File: config.mk
export PLATFORM = sky130hd
export DESIGN_NAME = uart_frame_tx
export DESIGN_NICKNAME = d
export VERILOG_FILES = /design/src/rtl/uart_frame_pkg.sv /design/src/rtl/uart_tx_byte.sv /design/src/rtl/uart_frame_tx.sv
export SDC_FILE = /design/constraint.sdc
export NUM_CORES = 1
export LEC_CHECK = 0
export CORE_ASPECT_RATIO = 0.9
export CORE_MARGIN = 2
export CORE_UTILIZATION = 38
export CTS_CLUSTER_SIZE = 10
export DETAILED_ROUTE_END_ITERATION = 7
export HOLD_SLACK_MARGIN = 0.08
export PLACE_DENSITY = 0.63
export SETUP_SLACK_MARGIN = 0.1
export SLEW_MARGIN = 40
export SYNTH_ARGS = -nofsm -noshare
export SYNTH_HDL_FRONTEND = slang
export SYNTH_SLANG_ARGS = --single-unit
File: constraint.sdc
create_clock -name clk_i -period 4.6 [get_ports clk_i]
set_input_delay 1.38 -clock clk_i [delete_from_list [all_inputs] [get_ports clk_i]]
set_output_delay 1.38 -clock clk_i [all_outputs]
set_load 0.005 [all_outputs]
File: src/rtl/uart_frame_pkg.sv
// uart_frame_pkg: constants and state types shared by the UART command framer
// (uart_frame_tx) and its byte shifter (uart_tx_byte).
//   SYNC_BYTE / CMD_WR / CMD_RD : fixed frame header bytes
//   frame_state_t               : framer FSM states
//   shift_state_t               : byte shifter FSM states
//   word_byte()                 : picks byte 0..3 of a 32-bit word, [7:0] = byte 0
package uart_frame_pkg;

    localparam logic [7:0] SYNC_BYTE = 8'h55;
    localparam logic [7:0] CMD_WR    = 8'hA5;
    localparam logic [7:0] CMD_RD    = 8'h5A;

    typedef enum logic [2:0] {
        FR_IDLE,
        FR_SYNC,
        FR_CMD,
        FR_ADDR,
        FR_DATA
    } frame_state_t;

    typedef enum logic [1:0] {
        SH_IDLE,
        SH_START,
        SH_BITS,
        SH_STOP
    } shift_state_t;

    function automatic logic [7:0] word_byte(input logic [31:0] word, input logic [1:0] idx);
        logic [7:0] b;
        case (idx)
            2'd0:    b = word[7:0];
            2'd1:    b = word[15:8];
            2'd2:    b = word[23:16];
            default: b = word[31:24];
        endcase
        return b;
    endfunction

endpackage

File: src/rtl/uart_tx_byte.sv
// uart_tx_byte: 8N1 byte shifter.
//   clk_i, arst_i : clock, asynchronous active-high reset
//   start_i       : load data_i and begin a byte (honoured in IDLE and in the
//                   last cycle of STOP, so bytes can run back to back)
//   data_i[7:0]   : byte to send, LSB first
//   tx_o          : registered serial output, idles high
//   done_o        : one-cycle pulse during the final cycle of the stop bit
module uart_tx_byte
    import uart_frame_pkg::*;
#(
    parameter int BAUD_DIV = 434
) (
    input  logic       clk_i,
    input  logic       arst_i,
    input  logic       start_i,
    input  logic [7:0] data_i,
    output logic       tx_o,
    output logic       done_o
);

    localparam int CW = (BAUD_DIV > 1) ? $clog2(BAUD_DIV) : 1;
    localparam logic [CW-1:0] LAST = CW'(BAUD_DIV - 1);

    if (BAUD_DIV < 2) begin : g_div_check
        $error("uart_tx_byte: BAUD_DIV must be at least 2");
    end

    shift_state_t  state, state_next;
    logic [CW-1:0] baud_cnt, baud_next;
    logic [2:0]    bit_cnt, bit_next, bit_plus1;
    logic [7:0]    data_q;
    logic          tx_q, tx_next;
    logic          load;
    logic          bit_end;

    assign bit_end   = (baud_cnt == LAST);
    assign bit_plus1 = bit_cnt + 3'd1;
    assign tx_o      = tx_q;

    always_comb begin
        state_next = state;
        baud_next  = (state == SH_IDLE || bit_end) ? '0 : baud_cnt + 1'b1;
        bit_next   = bit_cnt;
        tx_next    = tx_q;
        load       = 1'b0;
        done_o     = 1'b0;
        case (state)
            SH_IDLE: begin
                if (start_i) begin
                    state_next = SH_START;
                    tx_next    = 1'b0;
                    load       = 1'b1;
                end
            end
            SH_START: begin
                if (bit_end) begin
                    state_next = SH_BITS;
                    bit_next   = 3'd0;
                    tx_next    = data_q[0];
                end
            end
            SH_BITS: begin
                if (bit_end) begin
                    if (bit_cnt == 3'd7) begin
                        state_next = SH_STOP;
                        tx_next    = 1'b1;
                    end else begin
                        bit_next = bit_plus1;
                        tx_next  = data_q[bit_plus1];
                    end
                end
            end
            SH_STOP: begin
                if (bit_end) begin
                    done_o = 1'b1;
                    // A start in the last stop cycle chains straight into the next start bit.
                    if (start_i) begin
                        state_next = SH_START;
                        tx_next    = 1'b0;
                        load       = 1'b1;
                    end else begin
                        state_next = SH_IDLE;
                        tx_next    = 1'b1;
                    end
                end
            end
            default: begin
                state_next = SH_IDLE;
                tx_next    = 1'b1;
            end
        endcase
    end

    always_ff @(posedge clk_i or posedge arst_i) begin
        if (arst_i) begin
            state    <= SH_IDLE;
            baud_cnt <= '0;
            bit_cnt  <= 3'd0;
            data_q   <= 8'h00;
            tx_q     <= 1'b1;
        end else begin
            state    <= state_next;
            baud_cnt <= baud_next;
            bit_cnt  <= bit_next;
            tx_q     <= tx_next;
            if (load) begin
                data_q <= data_i;
            end
        end
    end

endmodule

File: src/rtl/uart_frame_tx.sv
// uart_frame_tx: serialises one bus command per request as an 8N1 frame:
//   55, A5/5A, ADDR[7:0..31:24], DATA[7:0..31:24] (write only).
//   clk_i, arst_i : clock, asynchronous active-high reset
//   req_i         : command request, held until ack_o is seen
//   we_i          : 1 = write, 0 = read-request
//   addr_i        : bus address
//   wdata_i       : write data (unused for read-request)
//   ack_o         : registered one-cycle pulse after the accept edge
//   busy_o        : frame in progress, high through the final stop bit
//   tx_o          : serial line, idles high
// Handshake: a command is taken on any clock edge where req_i=1 and busy_o=0;
// fields are latched on that edge and later input changes are ignored.
module uart_frame_tx
    import uart_frame_pkg::*;
#(
    parameter int CLK_FREQ_HZ = 50000000,
    parameter int BAUD_RATE   = 115200,
    parameter int BAUD_DIV    = CLK_FREQ_HZ / BAUD_RATE
) (
    input  logic        clk_i,
    input  logic        arst_i,
    input  logic        req_i,
    input  logic        we_i,
    input  logic [31:0] addr_i,
    input  logic [31:0] wdata_i,
    output logic        ack_o,
    output logic        busy_o,
    output logic        tx_o
);

    if (BAUD_DIV < 2) begin : g_div_check
        $error("uart_frame_tx: BAUD_DIV must be at least 2");
    end

    frame_state_t state, state_next;
    logic [1:0]   byte_idx, idx_next;
    logic         we_q;
    logic [31:0]  addr_q;
    logic [31:0]  wdata_q;
    logic         ack_q;
    logic         accept;
    logic         byte_start;
    logic [7:0]   byte_data;
    logic         byte_done;

    assign busy_o = (state != FR_IDLE);
    assign accept = req_i && (state == FR_IDLE);
    assign ack_o  = ack_q;

    // Each state loads the following byte in the same cycle the shifter
    // reports done, so there is no idle time between bytes of a frame.
    always_comb begin
        state_next = state;
        idx_next   = byte_idx;
        byte_start = 1'b0;
        byte_data  = SYNC_BYTE;
        case (state)
            FR_IDLE: begin
                if (accept) begin
                    state_next = FR_SYNC;
                    byte_start = 1'b1;
                    byte_data  = SYNC_BYTE;
                end
            end
            FR_SYNC: begin
                if (byte_done) begin
                    state_next = FR_CMD;
                    byte_start = 1'b1;
                    byte_data  = we_q ? CMD_WR : CMD_RD;
                end
            end
            FR_CMD: begin
                if (byte_done) begin
                    state_next = FR_ADDR;
                    idx_next   = 2'd0;
                    byte_start = 1'b1;
                    byte_data  = word_byte(addr_q, 2'd0);
                end
            end
            FR_ADDR: begin
                if (byte_done) begin
                    if (byte_idx != 2'd3) begin
                        idx_next   = byte_idx + 2'd1;
                        byte_start = 1'b1;
                        byte_data  = word_byte(addr_q, byte_idx + 2'd1);
                    end else if (we_q) begin
                        state_next = FR_DATA;
                        idx_next   = 2'd0;
                        byte_start = 1'b1;
                        byte_data  = word_byte(wdata_q, 2'd0);
                    end else begin
                        state_next = FR_IDLE;
                        idx_next   = 2'd0;
                    end
                end
            end
            FR_DATA: begin
                if (byte_done) begin
                    if (byte_idx != 2'd3) begin
                        idx_next   = byte_idx + 2'd1;
                        byte_start = 1'b1;
                        byte_data  = word_byte(wdata_q, byte_idx + 2'd1);
                    end else begin
                        state_next = FR_IDLE;
                        idx_next   = 2'd0;
                    end
                end
            end
            default: begin
                state_next = FR_IDLE;
                idx_next   = 2'd0;
            end
        endcase
    end

    always_ff @(posedge clk_i or posedge arst_i) begin
        if (arst_i) begin
            state    <= FR_IDLE;
            byte_idx <= 2'd0;
            we_q     <= 1'b0;
            addr_q   <= 32'h0;
            wdata_q  <= 32'h0;
            ack_q    <= 1'b0;
        end else begin
            state    <= state_next;
            byte_idx <= idx_next;
            ack_q    <= accept;
            if (accept) begin
                we_q    <= we_i;
                addr_q  <= addr_i;
                wdata_q <= wdata_i;
            end
        end
    end

    uart_tx_byte #(
        .BAUD_DIV(BAUD_DIV)
    ) u_byte (
        .clk_i  (clk_i),
        .arst_i (arst_i),
        .start_i(byte_start),
        .data_i (byte_data),
        .tx_o   (tx_o),
        .done_o (byte_done)
    );

endmodule

# Word-level counts from Yosys, hierarchy flattened
# Cells that the tools add are included.
dict set report totals {
  register_bits 94
  inputBits 68
  out_inout_bits 3
  wordCells 115
}
dict set report classes {
  addsub 3
  magnitude_cmp 1
  n_eq_ne 26
  n_mux 58
  bitwise 1
  reduce_logical 15
}
# operator count
set ops {}
lappend ops {{8-bit two-way mux} 8}
lappend ops {{8-bit one-hot mux with 3 select lines} 2}
lappend ops {{3-bit two-way mux} 11}
lappend ops {{8-bit one-hot mux with 4 select lines} 1}
lappend ops {{2-bit inequality test (second input constant)} 10}
lappend ops {{1-bit two-way mux} 19}
lappend ops {{2-bit two-way mux} 8}
lappend ops {{3-bit one-hot mux with 5 select lines} 1}
lappend ops {{2-bit by 1-bit inequality test with 1-bit output (second input constant)} 5}
lappend ops {{9-bit by 1-bit adder with 9-bit output (second input constant)} 1}
lappend ops {{9-bit equality test (second input constant)} 1}
lappend ops {{9-bit two-way mux} 1}
lappend ops {{1-bit one-hot mux with 4 select lines} 2}
lappend ops {{2-bit one-hot mux with 4 select lines} 1}
lappend ops {{4-bit AND reduction} 2}
lappend ops {{7-bit AND reduction} 1}
lappend ops {{2-bit equality test (second input constant)} 3}
lappend ops {{3-bit by 2-bit equality test with 1-bit output (second input constant)} 2}
lappend ops {{3-bit equality test (second input constant)} 2}
lappend ops {{2-bit one-hot mux with 3 select lines} 1}
lappend ops {{3-bit one-hot mux with 2 select lines} 1}
lappend ops {{2-bit OR reduction} 3}
lappend ops {{5-bit AND reduction} 1}
lappend ops {{2-bit by 1-bit equality test with 1-bit output (second input constant)} 2}
lappend ops {{14 further kinds} 15}

# Logic depth before layout (Yosys ltp)
# Gate-level depths: netlist of run 1.
dict set report logic_depth {
  ltp_word 8
  mapped_depth 8
  mapped_depth_nobuf 7
}

# By module
# From an unflattened synthesis of run 1, not the netlist that was laid out.
dict set report unflattened {
  hier_cells 422
  area_unflattened_um2 5111.2
}
# module instances cells_per_inst area_each_um2 seq_area_each_um2
set by_module_without_submodules {}
lappend by_module_without_submodules {uart_frame_tx 1 312 3836.2 1776.7}
lappend by_module_without_submodules {uart_tx_byte 1 110 1275.0 576.8}

# Worst setup path after synthesis of run 1
# Ideal clock, no wire load.
dict set report synth_path {
  kind {input to register}
  start {input port req_i}
  end {register u_byte.data_q[4]}
  setup_ps 147
  t_arrival_ps 2515
  setup_slack_ps 1938
  stages 6
  path_cell_list {nor4b_4 > nand2_1 > a211o_1 > buf_2 > a21oi_1 > a41oi_1}
}
dict set report synth_via {
  elab_chain_cells 6
}
# element line_no
set synth_lines {}
lappend synth_lines {{start, declared} uart_frame_tx.sv:22} ;# input logic req_i,
lappend synth_lines {{1-bit logical AND *} uart_frame_tx.sv:47} ;# assign accept = req_i && (state == FR_IDLE);
lappend synth_lines {{1-bit two-way mux *} uart_frame_tx.sv:59} ;# if (accept) begin
lappend synth_lines {{1-bit one-hot mux with 4 select lines *} uart_frame_tx.sv:57} ;# case (state)
lappend synth_lines {{1-bit two-way mux *} {uart_tx_byte.sv:49, uart_tx_byte.sv:77}}
lappend synth_lines {{1-bit two-way mux} uart_tx_byte.sv:74} ;# if (bit_end) begin
lappend synth_lines {{1-bit one-hot mux with 2 select lines *} uart_tx_byte.sv:47} ;# case (state)
lappend synth_lines {{end signal, assigned} uart_tx_byte.sv:107} ;# data_q <= data_i;
lappend synth_lines {{end, declared} uart_tx_byte.sv:31} ;# logic [7:0] data_q;
# Mark *: on every way between the ends. The rest lies on a longest branch, timed or not.
# A chain may end at the register's enable or synchronous reset.

# Worst setup path after layout of run 1
dict set report layout_path {
  start {register state[2]}
  end {output port busy_o}
}
dict set report layout_via {
  elab_chain_cells 1
}
# element line_no
set layout_lines {}
lappend layout_lines {{start, declared} uart_frame_tx.sv:35} ;# frame_state_t state, state_next;
lappend layout_lines {{start signal, assigned} uart_frame_tx.sv:125} ;# state <= state_next;
lappend layout_lines {{3-bit nonzero test} uart_frame_tx.sv:46} ;# assign busy_o = (state != FR_IDLE);
lappend layout_lines {{end, declared} uart_frame_tx.sv:27} ;# output logic busy_o,
# No other way between the ends.

==> impl_metrics.yaml, run 1 <==
status:
  run_status: "completed"
pwr:
  p_int_mw: 1.31
  swShare: 0.225
  peakVddDrop_mv: 0.219
  p_seq_frac: 0.522
  clkPwrFrac: 0.403
  power_frac_comb: 0.075
  p_sw_uw: 381
  pwr_density_cell_nw_per_um2: 285
  p_leak_nw: 2.49
global_route:
  antenna_found_initial: 0
  grt_pass1_wl_um: 19200
  grt.total_usage: 0.181
  grt_pass1_vias: 3758
  grt_max_degree: 55
  gr-total-overflow: 0
timing:
  fmax_mhz: 293
  slew_violations: 0
  setup_viol: 0
  hold_viol: 0
  period_share: 0.743
  maxSlewHeadroom: 0.490
  fin_tns_setup_ns: 0
  rsz0062_at_grt: "false"
  tightest_slew_ns: 0.765
  finClkSkew_ns: 0.00661
  min_period_ns: 3.42
cells_and_area:
  fin_util: 0.473
  drive_gt1_frac: 0.187
  area_delta_synth_final_pct: 22.9
  n_antenna_cell: 0
  layout.nets: 563
floorplanning:
  core_area_um2: 12500
  dieArea_um2: 13600
  initial_core_util: 0.385
  die_w_um: 123
  num_rows: 39
  pin_count: 71
  dieHeight_um: 111
synth:
  synth_warnings: 0
  avgSynthCellArea_um2: 11.4
  yosysMostFrequentCell: "dfrtp_1"
  synth_top_cell_area_share: 0.482
  synthFlopType: "dfrtp_1"
  synth_cell_type_count: 60
  synth-seq-cells: 94
  yosysSeqAreaShare: 0.487
  synthArstFlopShare: 1.00
  synth_commonest_cells: "dfrtp_1 (93), mux2_2 (64), nand2_1 (29), nor2_1 (25), clkbuf_1 (24)"
  syn_nets: 506
  synth_cells: 425
  yosys-top-cells-area: "dfrtp_1 (48%), mux2_2 (15%), ha_1 (3.4%)"
  syn-cell-area_um2: 4830
  synth_top_area_cell: "dfrtp_1"
  synth_edf_count: 0
clock_tree:
  cts_root_buf: "clkbuf_16"
  clk_path_buf_depth: 2
  clock-sinks: 94
  clk_latency_ns: 0.35
  cts_max_level: 3
  numCtsBuffers: 9
  cts_hold_buf: 0
  cts_setup_buffers: 0
  cts.clk_slew.worst_paths_ns: 0.06
  cts_tree: "built"
  post_cts_resized: 0
run:
  maxCapViolations: 0
detailed_routing:
  drt_iter0_markers: 315
  vias: 3621
  avgViaCountPerCell: 5.57
  wl_per_cell_um: 17.7
  drtAntennaViolNets: 0
  wl_um: 11500
  drc: 0
  drtPass1Iterations: 5
min_path:
  hold_depth: 2
  hp-class: "reg -> reg"
placement:
  hpwl_um: 8090
  portBuffers: 70
  gp_congestion: 0.862
worst_setup_path:
  ff2ff_path_depth: 7
  end_kind: "output pin"
  cp.required_ns: 3.22
  crit_type: "reg -> out"
  cp_data_arrival_time_ns: 2.04
  start_kind: "flop"
  cp_max_fo: 22
==> sequential cells by signal, indices dropped and copies added (netlist names) <==
| signal | flops |
|---|---|
| ack_o | 1 |
| addr_q | 32 |
| byte_idx | 2 |
| state | 3 |
| u_byte.baud_cnt | 9 |
| u_byte.bit_cnt | 3 |
| u_byte.data_q | 8 |
| u_byte.state | 2 |
| u_byte.tx_o | 1 |
| wdata_q | 32 |
| we_q | 1 |
==> per-layer routing <==
metal,wire (µm),vias to the layer above,GRT usage
met2,5540,111,0.288
li1,-,1722,-
met4,153,0,0.0429
met5,0,-,0
met1,5160,1778,0.244
met3,628,10,0.0530
==> power by group through the flow <==
| stage | combinational, mW | clock [mW] | sequential (mW) |
|---|---|---|---|
| 2_1_floorplan | 0.0563 | 0 | 0.888 |
| 3_3_place_gp | 0.126 | 0 | 0.896 |
| 3_5_place_dp | 0.129 | 0 | 0.897 |
| 4_1_cts | 0.129 | 0.699 | 0.882 |
| 5_1_grt | 0.139 | 0.734 | 0.886 |
| 6_report | 0.127 | 0.681 | 0.882 |
==> worst paths after layout <==
| check | startpoint | to | slack (ns) |
|---|---|---|---|
| worst max-delay path | state[2] | busy_o | 1.18 |
| worst min-delay path | u_byte.data_q[5] | u_byte.data_q[5] | 0.49 |
| worst max register to register | byte_idx[0] | u_byte.data_q[3] | 1.96 |
| worst min register to register | u_byte.data_q[5] | u_byte.data_q[5] | 0.49 |
| max in group asynchronous | arst_i | wdata_q[6] | 2.50 |
| min in group asynchronous | arst_i | addr_q[2] | 1.43 |
==> final cells by class <==
class                   count  area (µm²)
multi-input cells         290        2320
clock inverters             5        35.0
well taps                 164         205
inverters                  14        55.1
flip-flops and latches     94        2350
fillers                  1177        6610
clock buffers              10         229
repair buffers             73         736
==> per-stage QoR <==
step	power [mW]	instances	setup WS, ns	hold WS, ns	instance area, µm²
2_1_floorplan	0.944	425	0.773	0.443	4830
3_3_place_gp	1.02	635	1.37	0.468	5670
3_5_place_dp	1.03	635	1.30	0.477	5670
4_1_cts	1.71	650	1.19	0.491	5930
5_1_grt	1.76	650	1.06	0.520	5940
6_report	1.69	650	1.18	0.494	5940
==> layout by cell type (no fill, tap or decap), types with 3 or more instances in the layout <==
cell type	synthesis	routed
a211oi_1	11	11
a21oi_1	14	14
a222oi_1	14	14
a22o_1	5	5
a22oi_1	7	7
a311oi_1	4	4
clkbuf_16	0	9
clkdlybuf4s50_1	0	70
dfrtp_1	93	93
ha_1	13	13
inv_1	14	13
mux2_2	64	64
nand2_1	29	29
nand2b_1	8	8
nand3_1	8	8
nor2_1	25	25
nor2b_1	5	5
nor3_1	5	4
o211ai_1	4	4
o21ai_0	8	8
o2bb2ai_1	4	4
o31ai_1	5	5
or3_1	3	3
xnor2_1	3	3
xor2_1	3	3
==> worst max-delay path, stage by stage, from the launching register on <==
cell             delay [ns]
dfrtp_1                0.64
or3_1                  0.56
clkdlybuf4s50_1        0.48
==> cell families after synthesis <==
logic type / Yosys count / synth area share
adders and majority gates: 13 / 0.0337
buffers and inverters: 41 / 0.0327
muxes: 67 / 0.158
xor gates and xnor gates: 6 / 0.0109
DFF: 94 / 0.487
AOI/OAI and AO/OA: 104 / 0.166
and+or+nand+nor: 100 / 0.111
No activity file was read; power rests on OpenSTA's default activity.
==> run 2, diff against run 1 <==
Settings changed: PLACE_DENSITY 0.63 to 0.66.
Clock period 4.6 ns to 3.1 ns, I/O delays scaled along.
==> run 2 against run 1 <==
Against the previous run:
- count of clock-buffer cells in the layout shrank 1
- power grew 64%
- combinational power grew 52%
- non-clock buffer count grew 7
- sequential cell count is the same
- die area is the same
- register-to-register slack lost 1.3 ns
- highest routed layer unchanged
==> impl_metrics.yaml, run 2 (synthesis gave the netlist of run 1 again) <==
status:
  run_status: "completed"
placement:
  portBuffers: 70
  place_inst: 642
  gp_congestion: 0.874
  hpwl_um: 8470
clock_tree:
  post_cts_resized: 0
  cts_setup_buffers: 0
  numCtsBuffers: 9
  cts.clk_slew.worst_paths_ns: 0.07
  clk_path_buf_depth: 2
  cts_root_buf: "clkbuf_16"
  clk_latency_ns: 0.34
  cts_max_level: 3
  cts_tree: "built"
  clock-sinks: 94
  cts_hold_buf: 0
min_path:
  hold_end: "u_byte.baud_cnt[0]"
  hp-start: "u_byte.baud_cnt[0]"
  hp-class: "reg -> reg"
  hold_depth: 1
detailed_routing:
  wl_per_cell_um: 18.1
  drtPass1Iterations: 7
  vias: 3744
  drtAntennaViolNets: 0
  avgViaCountPerCell: 5.70
  drt_iter0_markers: 274
  drc: 0
  wl_um: 11900
global_route:
  grt_pass1_wl_um: 19400
  grt.total_usage: 0.181
  antenna_found_initial: 0
  grt_pass1_vias: 3807
  gr-total-overflow: 0
  grt_max_degree: 50
timing:
  setup_viol: 0
  fin_tns_setup_ns: 0
  maxSlewHeadroom: 0.479
  rsz0062_at_grt: "false"
  hold_slack_ns: 0.490
  fmax_mhz: 390
  finClkSkew_ns: 0.00696
  tightest_slew_ns: 0.781
  min_period_ns: 2.56
  slew_violations: 0
  hold_viol: 0
  period_share: 0.827
floorplanning:
  core_area_um2: 12500
  num_rows: 39
  die_w_um: 123
  pin_count: 71
  dieHeight_um: 111
  dieArea_um2: 13600
  initial_core_util: 0.385
worst_setup_path:
  ff2ff_path_depth: 7
  cp_slowest_stage_delay_ns: 0.48
  start_kind: "flop"
  cp.required_ns: 2.17
  cp_top_family: "buffers and inverters"
  cp_slowest_cell: "clkdlybuf4s50_1"
  crit_type: "reg -> out"
  end_kind: "output pin"
  r2r_end: "u_byte.data_q[2]"
  cp_max_fo: 4
  critPathLaunch: "state[2]"
  cp_data_arrival_time_ns: 1.63
  crit_chain: "or3_1, clkdlybuf4s50_1"
  critPathBufInv: 1
  r2r_setup_slack_ns: 0.70
  worstReg2RegStart: "byte_idx[0]"
cells_and_area:
  reg_top3: "addr_q: 32 flops, wdata_q: 32 flops, u_byte.baud_cnt: 9 flops"
  stdcell_count: 657
  area_delta_synth_final_pct: 26.1
  layout.nets: 570
  mostFrequentLayoutCell: "dfrtp_1"
  drive_gt1_frac: 0.199
  final_cell_mix: "dfrtp_1 (93), clkdlybuf4s50_1 (70), mux2_2 (64)"
  n_antenna_cell: 0
run:
  maxCapViolations: 0
pwr:
  p_leak_nw: 2.56
  pwr_density_cell_nw_per_um2: 456
  peakVddDrop_mv: 0.264
## run 2: cell count changes in the layout (fill, tap and decap cells not counted), moves of 2 or more
cell / delta
bufinv_16: +3
clkinv_2: -2
buf_12: +2
buf_4: +5
## run 2: layout make-up
class                           count  area, µm²
Tap cell                          164        205
Clock inverter                      6        118
Timing Repair Buffer               80        813
Inverter                           14       56.3
Clock buffer                        9        225
Sequential cell                    94       2350
Multi-Input combinational cell    290       2320
Fill cell                        1148       6450
## run 2: worst max path at each step
stage,slack (ns),endpoint,depth (start not counted)
finish,0.54,busy_o,2
floorplan,0.89,u_byte.data_q[4],6
CTS,0.53,busy_o,2
detailed placement,0.23,u_byte.data_q[6],6
global route,0.42,u_byte.data_q[6],6
global placement,0.29,u_byte.data_q[4],6
## run 2: routing by layer
layer,global-route usage,vias up,share of wire
met5,0,-,0
met4,0.0506,0,0.016
met3,0.0273,17,0.049
met2,0.305,123,0.50
met1,0.242,1873,0.44
li1,-,1731,-
## run 2: where the power goes
part | switching, mW | leakage, nW | internal (mW)
combinational | 0.0641 | 1.21 | 0.129
clock | 0.483 | 0.164 | 0.793
sequential | 0.0331 | 1.19 | 1.27
## run 2: per-stage QoR
step	setup WS, ns	power (mW)	cell area (µm²)	util
after floorplan	0.888	1.40	4830	-
after global placement	0.287	1.52	5750	0.458
after detailed placement	0.228	1.53	5750	0.458
after CTS	0.535	2.80	6090	0.485
after global routing	0.420	2.87	6090	0.485
final	0.535	2.78	6090	0.485
==> run 3, diff against run 2 <==
Clock period 3.1 ns to 2.1 ns, I/O delays scaled along.
==> run 3 against run 2 <==
Against the previous run:
- worst setup slack got worse by 0.46 ns
- first-iteration DRC count is 18% higher
- non-clock buffer count rose by 50
- count of clock-buffer cells in the layout rose by 1
- critical endpoint unchanged
- largest power group unchanged
- highest routed layer unchanged
==> impl_metrics.yaml, run 3 (synthesis gave the netlist of run 1 again) <==
worst_setup_path:
  cp_data_arrival_time_ns: 1.39
  cp.required_ns: 1.47
  end_kind: "output pin"
  cp_slowest_stage_delay_ns: 0.42
  crit_type: "reg -> out"
  r2r_setup_slack_ns: 0.08
  worstReg2RegStart: "byte_idx[0]"
  cp_max_fo: 3
  ff2ff_path_depth: 8
  start_kind: "flop"
  crit_chain: "buf_4, or3_4, clkbuf_2"
  r2r_end: "u_byte.data_q[5]"
  cp_slowest_cell: "dfrtp_1"
min_path:
  hp-start: "u_byte.data_q[3]"
  hp-class: "reg -> reg"
  hold_end: "u_byte.data_q[3]"
  hold_depth: 2
global_route:
  antenna_found_initial: 0
  grt_pass1_wl_um: 20700
  grt.total_usage: 0.194
  grt_pass1_vias: 4027
  grt_max_degree: 39
  gr-total-overflow: 0
cells_and_area:
  final_cell_mix: "dfrtp_1 (92), clkdlybuf4s50_1 (67), mux2_2 (64)"
  area_delta_synth_final_pct: 40.1
  mostFrequentLayoutCell: "dfrtp_1"
  stdcell_count: 709
  n_antenna_cell: 0
  reg_top3: "addr_q: 32 flops, wdata_q: 32 flops, u_byte.baud_cnt: 9 flops"
  layout.nets: 621
  fin_util: 0.539
  drive_gt1_frac: 0.339
pwr:
  pwr_density_cell_nw_per_um2: 585
  power_mw: 3.95
  power_frac_comb: 0.076
  p_sw_uw: 896
  peakVddDrop_mv: 0.401
  p_leak_nw: 2.87
  p_seq_frac: 0.489
  clkPwrFrac: 0.435
  swShare: 0.227
  p_int_mw: 3.06
clock_tree:
  cts_hold_buf: 0
  cts_tree: "built"
  cts_max_level: 3
  cts_root_buf: "clkbuf_16"
  clk_path_buf_depth: 2
  clock-sinks: 94
  clk_latency_ns: 0.35
  numCtsBuffers: 9
  cts.clk_slew.worst_paths_ns: 0.07
floorplanning:
  pin_count: 71
  initial_core_util: 0.385
  die_w_um: 123
  num_rows: 39
  dieArea_um2: 13600
  dieHeight_um: 111
  core_area_um2: 12500
detailed_routing:
  drc: 0
  top_layer: "met4"
  drt_iter0_markers: 322
  route.met2.wl_um: 6400
  drtPass1Iterations: 5
  vias: 3965
  wl_per_cell_um: 18.2
  wl_met3_um: 626
  wl_um: 12900
  drtAntennaViolNets: 0
  wl_met1_um: 5550
  avgViaCountPerCell: 5.59
timing:
  rsz0062_at_grt: "true"
  maxSlewHeadroom: 0.644
  min_period_ns: 2.02
  slew_violations: 0
  fin_tns_setup_ns: 0
  finClkSkew_ns: 0.00654
  hold_slack_ns: 0.478
  fmax_mhz: 495
  period_share: 0.962
  hold_viol: 0
  tightest_slew_ns: 0.530
  setup_viol: 0
placement:
  place_inst: 670
  portBuffers: 70
  gp_congestion: 0.903
  hpwl_um: 9000
status:
  run_status: "completed"
run:
  maxCapViolations: 0
## run 3: cell count changes in the layout (fill, tap and decap cells not counted), moves of 3 or more
cell	delta
a211oi_2	+6
buf_6	+6
buf_12	+6
ha_4	+3
a211oi_1	-6
clkdlybuf4s50_1	-3
a311oi_2	+4
a311oi_1	-4
ha_1	-5
a21oi_1	-3
buf_4	+37
## run 3: worst max path at each step
stage,start,end
floorplan,req_i,u_byte.data_q[4]
global placement,req_i,u_byte.data_q[4]
detailed placement,req_i,u_byte.data_q[4]
CTS,state[2],busy_o
global route,byte_idx[1],u_byte.data_q[6]
finish,state[2],busy_o
## run 3: routing by layer
metal  vias to the layer above  global-route usage
met5                         -                   0
met4                         0              0.0582
met3                        29              0.0386
met2                       142               0.311
met1                      1961               0.266
li1                       1833                   -
## run 3: power groups by stage
| stage | combinational, mW | clock, mW | sequential [mW] |
|---|---|---|---|
| after global placement | 0.291 | 0 | 1.96 |
| after detailed placement | 0.298 | 0 | 1.97 |
| after global routing | 0.330 | 1.84 | 1.94 |
| after floorplan | 0.124 | 0 | 1.94 |
| final | 0.301 | 1.72 | 1.93 |
| after CTS | 0.304 | 1.74 | 1.93 |
## run 3: layout make-up
class / count / area (µm²)
clock buffers: 10 / 239
well taps: 164 / 205
flip-flops and latches: 94 / 2350
clock inverters: 6 / 80.1
inverters: 14 / 56.3
repair buffers: 130 / 1300
fillers: 1069 / 5780
multi-input cells: 291 / 2530
## run 3: per-stage QoR
step / instance area (µm²) / setup slack [ns]
after floorplan: 4830 / 0.188
after global placement: 6020 / -0.309
after detailed placement: 6020 / -0.362
after CTS: 6460 / 0.0285
after global routing: 6760 / -0.00788
final: 6760 / 0.0788
## run 3: critical path: cells and delay by family, from the launching register on
kind,cells,cell delay [ns]
buf+inv,2,0.26
simple gates,1,0.37
flops,1,0.42
## run 3: repair_timing
action	in CTS	in global routing
resized for setup	25	28
pin swaps	8	23
setup endpoints to repair	51	51
gates cloned	0	2
setup buffers	2	19
